$ cat config.mk
export PLATFORM = sky130hd
export DESIGN_NAME = pair_sum_sched
export DESIGN_NICKNAME = d
export VERILOG_FILES = /design/src/rtl/pair_sum_pkg.sv /design/src/rtl/pair_sum_sched_rr_arb2.sv /design/src/rtl/pair_sum_sched.sv
export SDC_FILE = /design/constraint.sdc
export NUM_CORES = 1
export LEC_CHECK = 0
export CAP_MARGIN = 20
export CELL_PAD_IN_SITES_DETAIL_PLACEMENT = 1
export CELL_PAD_IN_SITES_GLOBAL_PLACEMENT = 2
export CORE_ASPECT_RATIO = 0.8
export CORE_UTILIZATION = 30
export DETAILED_ROUTE_END_ITERATION = 16
export PLACE_DENSITY = 0.74
export SYNTH_ARGS = -nofsm -noshare
export SYNTH_HDL_FRONTEND = slang
export SYNTH_HIERARCHICAL = 1
export SYNTH_SLANG_ARGS = --single-unit
$ cat constraint.sdc
create_clock -name clk -period 3.6 [get_ports clk]
set_clock_uncertainty 0.1 [all_clocks]
set_input_delay 0.54 -clock clk [delete_from_list [all_inputs] [get_ports clk]]
set_output_delay 0.54 -clock clk [all_outputs]
set_load 0.01 [all_outputs]
$ cat src/rtl/pair_sum_pkg.sv
// Shared types for pair_sum_sched: arbiter pointer encoding, requester index, ignore-counter width.
// Pure declarations, no logic or latency.
package pair_sum_pkg;

   typedef enum logic {
      RR0 = 1'b0,
      RR1 = 1'b1
   } rr_state_e;

   typedef logic req_idx_t;

   localparam int IGN_CNT_W = 8;

   function automatic logic [IGN_CNT_W-1:0] sat_inc(input logic [IGN_CNT_W-1:0] v);
      return (v == '1) ? v : v + {{(IGN_CNT_W-1){1'b0}}, 1'b1};
   endfunction

endpackage

$ cat src/rtl/pair_sum_sched_rr_arb2.sv
// Two-requester round-robin arbiter with combinational grants and a registered pointer.
// No backpressure of its own: clr and rst suppress all grants for that cycle.
module rr_arb2
   import pair_sum_pkg::*;
(
   input  logic      clk,
   input  logic      rst,
   input  logic      clr,
   input  logic      req0,
   input  logic      req1,
   input  logic      hs_acc,
   output logic      gnt0,
   output logic      gnt1,
   output rr_state_e ptr
);

   rr_state_e ptr_q, ptr_d;

   always_comb begin
      gnt0 = 1'b0;
      gnt1 = 1'b0;
      if (!rst && !clr) begin
         gnt0 = req0 && ((ptr_q == RR0) || !req1);
         gnt1 = req1 && ((ptr_q == RR1) || !req0);
      end
   end

   // After serving one requester, favour the other one.
   always_comb begin
      ptr_d = ptr_q;
      if (hs_acc && gnt0)      ptr_d = RR1;
      else if (hs_acc && gnt1) ptr_d = RR0;
   end

   always_ff @(posedge clk or posedge rst) begin
      if (rst) ptr_q <= RR0;
      else     ptr_q <= ptr_d;
   end

   assign ptr = ptr_q;

endmodule

$ cat src/rtl/pair_sum_sched.sv
// Arbitrates two sample requesters and outputs last_i + d_i one cycle after each consumed sample.
// Optional macro PAIR_SUM_IGNCNT_EN adds saturating per-requester counters of discarded IGN samples.
module pair_sum_sched
   import pair_sum_pkg::*;
#(
   parameter int          W   = 4,
   parameter int unsigned IGN = 0
) (
   input  logic         clk,
   input  logic         rst,
   input  logic         clr,
   input  logic         req0,
   input  logic         req1,
   input  logic [W-1:0] d0,
   input  logic [W-1:0] d1,
   output logic         gnt0,
   output logic         gnt1,
   output logic [W:0]   q,
   output logic         q_vld,
   output logic         q_src
`ifdef PAIR_SUM_IGNCNT_EN
   ,
   output logic [IGN_CNT_W-1:0] ign_cnt0,
   output logic [IGN_CNT_W-1:0] ign_cnt1
`endif
);

   localparam logic [W-1:0] IGN_V = W'(IGN);

   rr_state_e    ptr;
   logic         hs;
   req_idx_t     src;
   logic [W-1:0] d_sel, last_sel;

   logic [W-1:0] last0_q, last0_d, last1_q, last1_d;
   logic [W:0]   q_q, q_d;
   logic         q_vld_q, q_vld_d;
   req_idx_t     q_src_q, q_src_d;

   rr_arb2 u_arb (
      .clk    (clk),
      .rst    (rst),
      .clr    (clr),
      .req0   (req0),
      .req1   (req1),
      .hs_acc (hs),
      .gnt0   (gnt0),
      .gnt1   (gnt1),
      .ptr    (ptr)
   );

   // Every grant is consumed on the same edge, so the grant itself is the handshake.
   assign hs       = gnt0 | gnt1;
   assign src      = gnt1;
   assign d_sel    = src ? d1 : d0;
   assign last_sel = src ? last1_q : last0_q;

   always_comb begin
      last0_d = last0_q;
      last1_d = last1_q;
      q_d     = q_q;
      q_src_d = q_src_q;
      q_vld_d = 1'b0;
      if (clr) begin
         last0_d = '0;
         last1_d = '0;
      end else if (hs && (d_sel != IGN_V)) begin
         q_d     = {1'b0, last_sel} + {1'b0, d_sel};
         q_src_d = src;
         q_vld_d = 1'b1;
         if (src) last1_d = d_sel;
         else     last0_d = d_sel;
      end
   end

   always_ff @(posedge clk or posedge rst) begin
      if (rst) begin
         last0_q <= '0;
         last1_q <= '0;
         q_q     <= '0;
         q_vld_q <= 1'b0;
         q_src_q <= 1'b0;
      end else begin
         last0_q <= last0_d;
         last1_q <= last1_d;
         q_q     <= q_d;
         q_vld_q <= q_vld_d;
         q_src_q <= q_src_d;
      end
   end

   assign q     = q_q;
   assign q_vld = q_vld_q;
   assign q_src = q_src_q;

`ifdef PAIR_SUM_IGNCNT_EN
   logic                 ign_hit;
   logic [IGN_CNT_W-1:0] cnt0_q, cnt0_d, cnt1_q, cnt1_d;

   assign ign_hit = hs && (d_sel == IGN_V);

   always_comb begin
      cnt0_d = cnt0_q;
      cnt1_d = cnt1_q;
      if (clr) begin
         cnt0_d = '0;
         cnt1_d = '0;
      end else if (ign_hit) begin
         if (src) cnt1_d = sat_inc(cnt1_q);
         else     cnt0_d = sat_inc(cnt0_q);
      end
   end

   always_ff @(posedge clk or posedge rst) begin
      if (rst) begin
         cnt0_q <= '0;
         cnt1_q <= '0;
      end else begin
         cnt0_q <= cnt0_d;
         cnt1_q <= cnt1_d;
      end
   end

   assign ign_cnt0 = cnt0_q;
   assign ign_cnt1 = cnt1_q;
`endif

   // Under contention the favoured requester must be the one granted.
   a_contention_follows_ptr: assert property (@(posedge clk) disable iff (rst)
      (req0 && req1 && !clr) |-> (gnt1 == (ptr == RR1)));

endmodule

==> flow_summary.ini <==
[hold_path]
hold_end = q[2]
hold_depth = 1
hold_path_class = reg -> reg
worstHoldStart = q[2]

[sta]
max_slew_margin = 0.583
setup_viol = 0
min_period_ns = 2.99
rsz0062_at_grt = false
worst_pin_slew_ns = 0.626
min_period_over_period = 0.831
fmax_mhz = 334
drv_slew = 0
post-route-worst-setup-slack_ns = 0.610
finalHoldViolations = 0
tns_ns = 0

[route]
drtPass1Iterations = 5
drc = 0
wirelength_um = 2570
antenna_left = 0
dr_wl_met3_um = 80
met1Wirelength_um = 1280
viasPerCell = 4.93
top_layer_used = met4
met2_length_um = 1190
wl_per_cell_um = 15.7
num_vias = 803
detail_route.iter0.violations = 19

[floorplan]
design.die.area_mm2 = 0.00347
fp.dieH_um = 52.9
core_mm2 = 0.00309
ios = 22
initial_core_util = 0.315
fp-row-count = 18
chipWidth_um = 65.6

[clocking]
clockBufferDepth = 2
cts_resized = 0
cts.sinks = 16
cts_buffers = 3
clock_latency_ns = 0.25
htree_num_levels = 1
clk_pin_slew_ns = 0.06
holdBufCountCts = 0
cts-root-buf = clkbuf_8
post_cts_buffers = 0
cts_tree = built

[synthesis]
synthCells = 98
ys_ff_latch = 16
synth_fp_nets = 116
yosysUniqueCellTypes = 27
synthMuxAreaShare = 0.133
synth_compound_area_frac = 0.134
synth_fa_ha_area_frac = 0.0722
ys_warn_count = 6
syn_area_per_cell_um2 = 9.91
synth_top_family_by_area = simple AND/OR/NAND/NOR gates
synth_xor_area_frac = 0.0180
yosysSeqAreaShare = 0.412
syn_area_um2 = 971
synth-simple-area-share = 0.177

[global_routing]
grt_pass1_wl_um = 4240
grt_pass1_vias = 856
grt.overflow.total = 0
grt_max_degree = 16
track_usage = 0.174
antenna_found_initial = 0

[flow_run]
drv_cap = 0

[setup_path]
path_common_cell = inv_1
critPathMaxStageDelay_ns = 0.47
path_depth = 11
timing.rr.start = u_arb/ptr
crit_fanout = 9
cpMaxStageDelayCell = clkdlybuf4s50_1
cp.required_ns = 3.64
worstSetupEndpointType = flop
startpoint_type = input port
path_cells = clkdlybuf4s50_1 > nor2_1 > and3_1 > inv_1 > a21boi_0 > inv_1 > ha_1 > a21o_1 > a21oi_1 > xnor2_1 > mux2_2
rr_endpoint = q[3]
ff2ff_setup_slack_ns = 1.01
ff2ff_path_depth = 10
crit_family = compound AO/OA/AOI/OAI gates
worstPathArrival_ns = 3.03
worstPathBufferInverterCount = 3
path_class = in -> reg

[placed_design]
place_ws_ns = 0.364
gp_congestion = 0.762
dp_hpwl_um = 1960
portBuffers = 21
placed_cell_area_mm2 = 0.00125

[cells_and_area]
multi_input_area_um2 = 518
fin_area_mm2 = 0.00129
fillers = 354
seq_area_um2 = 400
num_antenna_cells = 0
area_growth_pct = 32.6
drive_above_1_share = 0.146
fin_util = 0.417
nets = 143

[pwr]
power_leakage_nw = 0.577
p_per_area_mw_per_mm2 = 397
peakVddDrop_uv = 217

[status]
status = complete, no violations
## logic make-up (layout without fill, tap and decap cells)
group / count (synthesis) / after routing
flops: 16 / 16
xor+xnor: 2 / 2
fa+ha+maj: 5 / 5
simple gates: 30 / 30
compound gates: 20 / 20
mux: 12 / 12
buf+inv: 13 / 38
## layout by cell type, fill, tap and decap left out
cell,synthesis,final
a21oi_1,5,5
nand2_1,6,6
nor2_1,6,6
or2_2,1,1
a21o_1,1,1
nand2b_1,4,4
fa_1,1,1
mux2i_1,5,5
dfrtp_1,16,16
and3_1,2,2
a21oi_4,1,1
or3b_4,1,1
nor3_1,4,4
a21boi_0,1,1
a2bb2oi_2,1,1
buf_4,1,4
xnor2_1,2,2
a32oi_1,1,1
clkbuf_8,0,3
nor3b_1,1,1
ha_1,4,4
clkdlybuf4s50_1,0,21
o21ai_0,10,10
mux2_2,7,7
nor2b_1,1,1
and4bb_1,2,2
inv_1,10,10
nor4_1,2,2
## synthesized netlist by cell type
master	number	area share
nand2b_1	4	0.026
nor2_1	6	0.023
nor2b_1	1	0.0064
buf_4	1	0.0077
a32oi_1	1	0.0090
a21oi_4	1	0.017
nor3_1	4	0.021
nor3b_1	1	0.0077
a2bb2oi_2	1	0.015
xnor2_1	2	0.018
ha_1	4	0.052
nor4_1	2	0.013
a21oi_1	5	0.026
mux2_2	7	0.081
mux2i_1	5	0.052
or3b_4	1	0.012
inv_1	10	0.039
o21ai_0	10	0.052
a21boi_0	1	0.0077
nand2_1	6	0.023
clkbuf_1	2	0.0077
and4bb_1	2	0.026
or2_2	1	0.0064
a21o_1	1	0.0077
fa_1	1	0.021
and3_1	2	0.013
dfrtp_1	16	0.41
## final cells by class
cell class | count | area share
multi-input combinational | 69 | 0.402
sequential | 16 | 0.311
inverter | 10 | 0.0292
clock buffer | 3 | 0.0321
tap | 40 | 0.0389
timing repair buffer | 25 | 0.187
## how the worst max path moves through the flow
stage          slack, ns  from  endpoint
2_1_floorplan       0.85   rst      q[3]
3_5_place_dp        0.36   rst      q[3]
4_1_cts             0.60   rst      q[3]
6_report            0.61   rst      q[3]
3_3_place_gp        0.44   rst      q[3]
5_1_grt             0.39   rst      q[3]
## report_power, final
part           switching [W]  leakage, nW  total, W  internal [W]
Combinational      0.0000634        0.347  0.000151     0.0000872
Clock              0.0000623       0.0216  0.000137     0.0000742
Sequential         0.0000164        0.208  0.000224      0.000207
## registers in the layout, summed over array words and instances (netlist names)
register and cells:
last0_q 4, last1_q 4, q_src 1, u_arb/ptr 1, q_vld 1, q 5
## metrics by stage
stage | total power, W | cells | hold slack [ns]
CTS | 0.000520 | 163 | 0.411
global route | 0.000541 | 163 | 0.429
detailed placement | 0.000379 | 160 | 0.396
global placement | 0.000376 | 160 | 0.389
floorplan | 0.000297 | 98 | 0.169
finish | 0.000511 | 163 | 0.408
## per-layer routing
metal / vias to the layer above / global-route usage
met5: - / 0
met4: 0 / 0.0543
met3: 2 / 0.0496
met2: 11 / 0.290
met1: 400 / 0.218
li1: 390 / -
No activity file was read; power rests on OpenSTA's default activity.
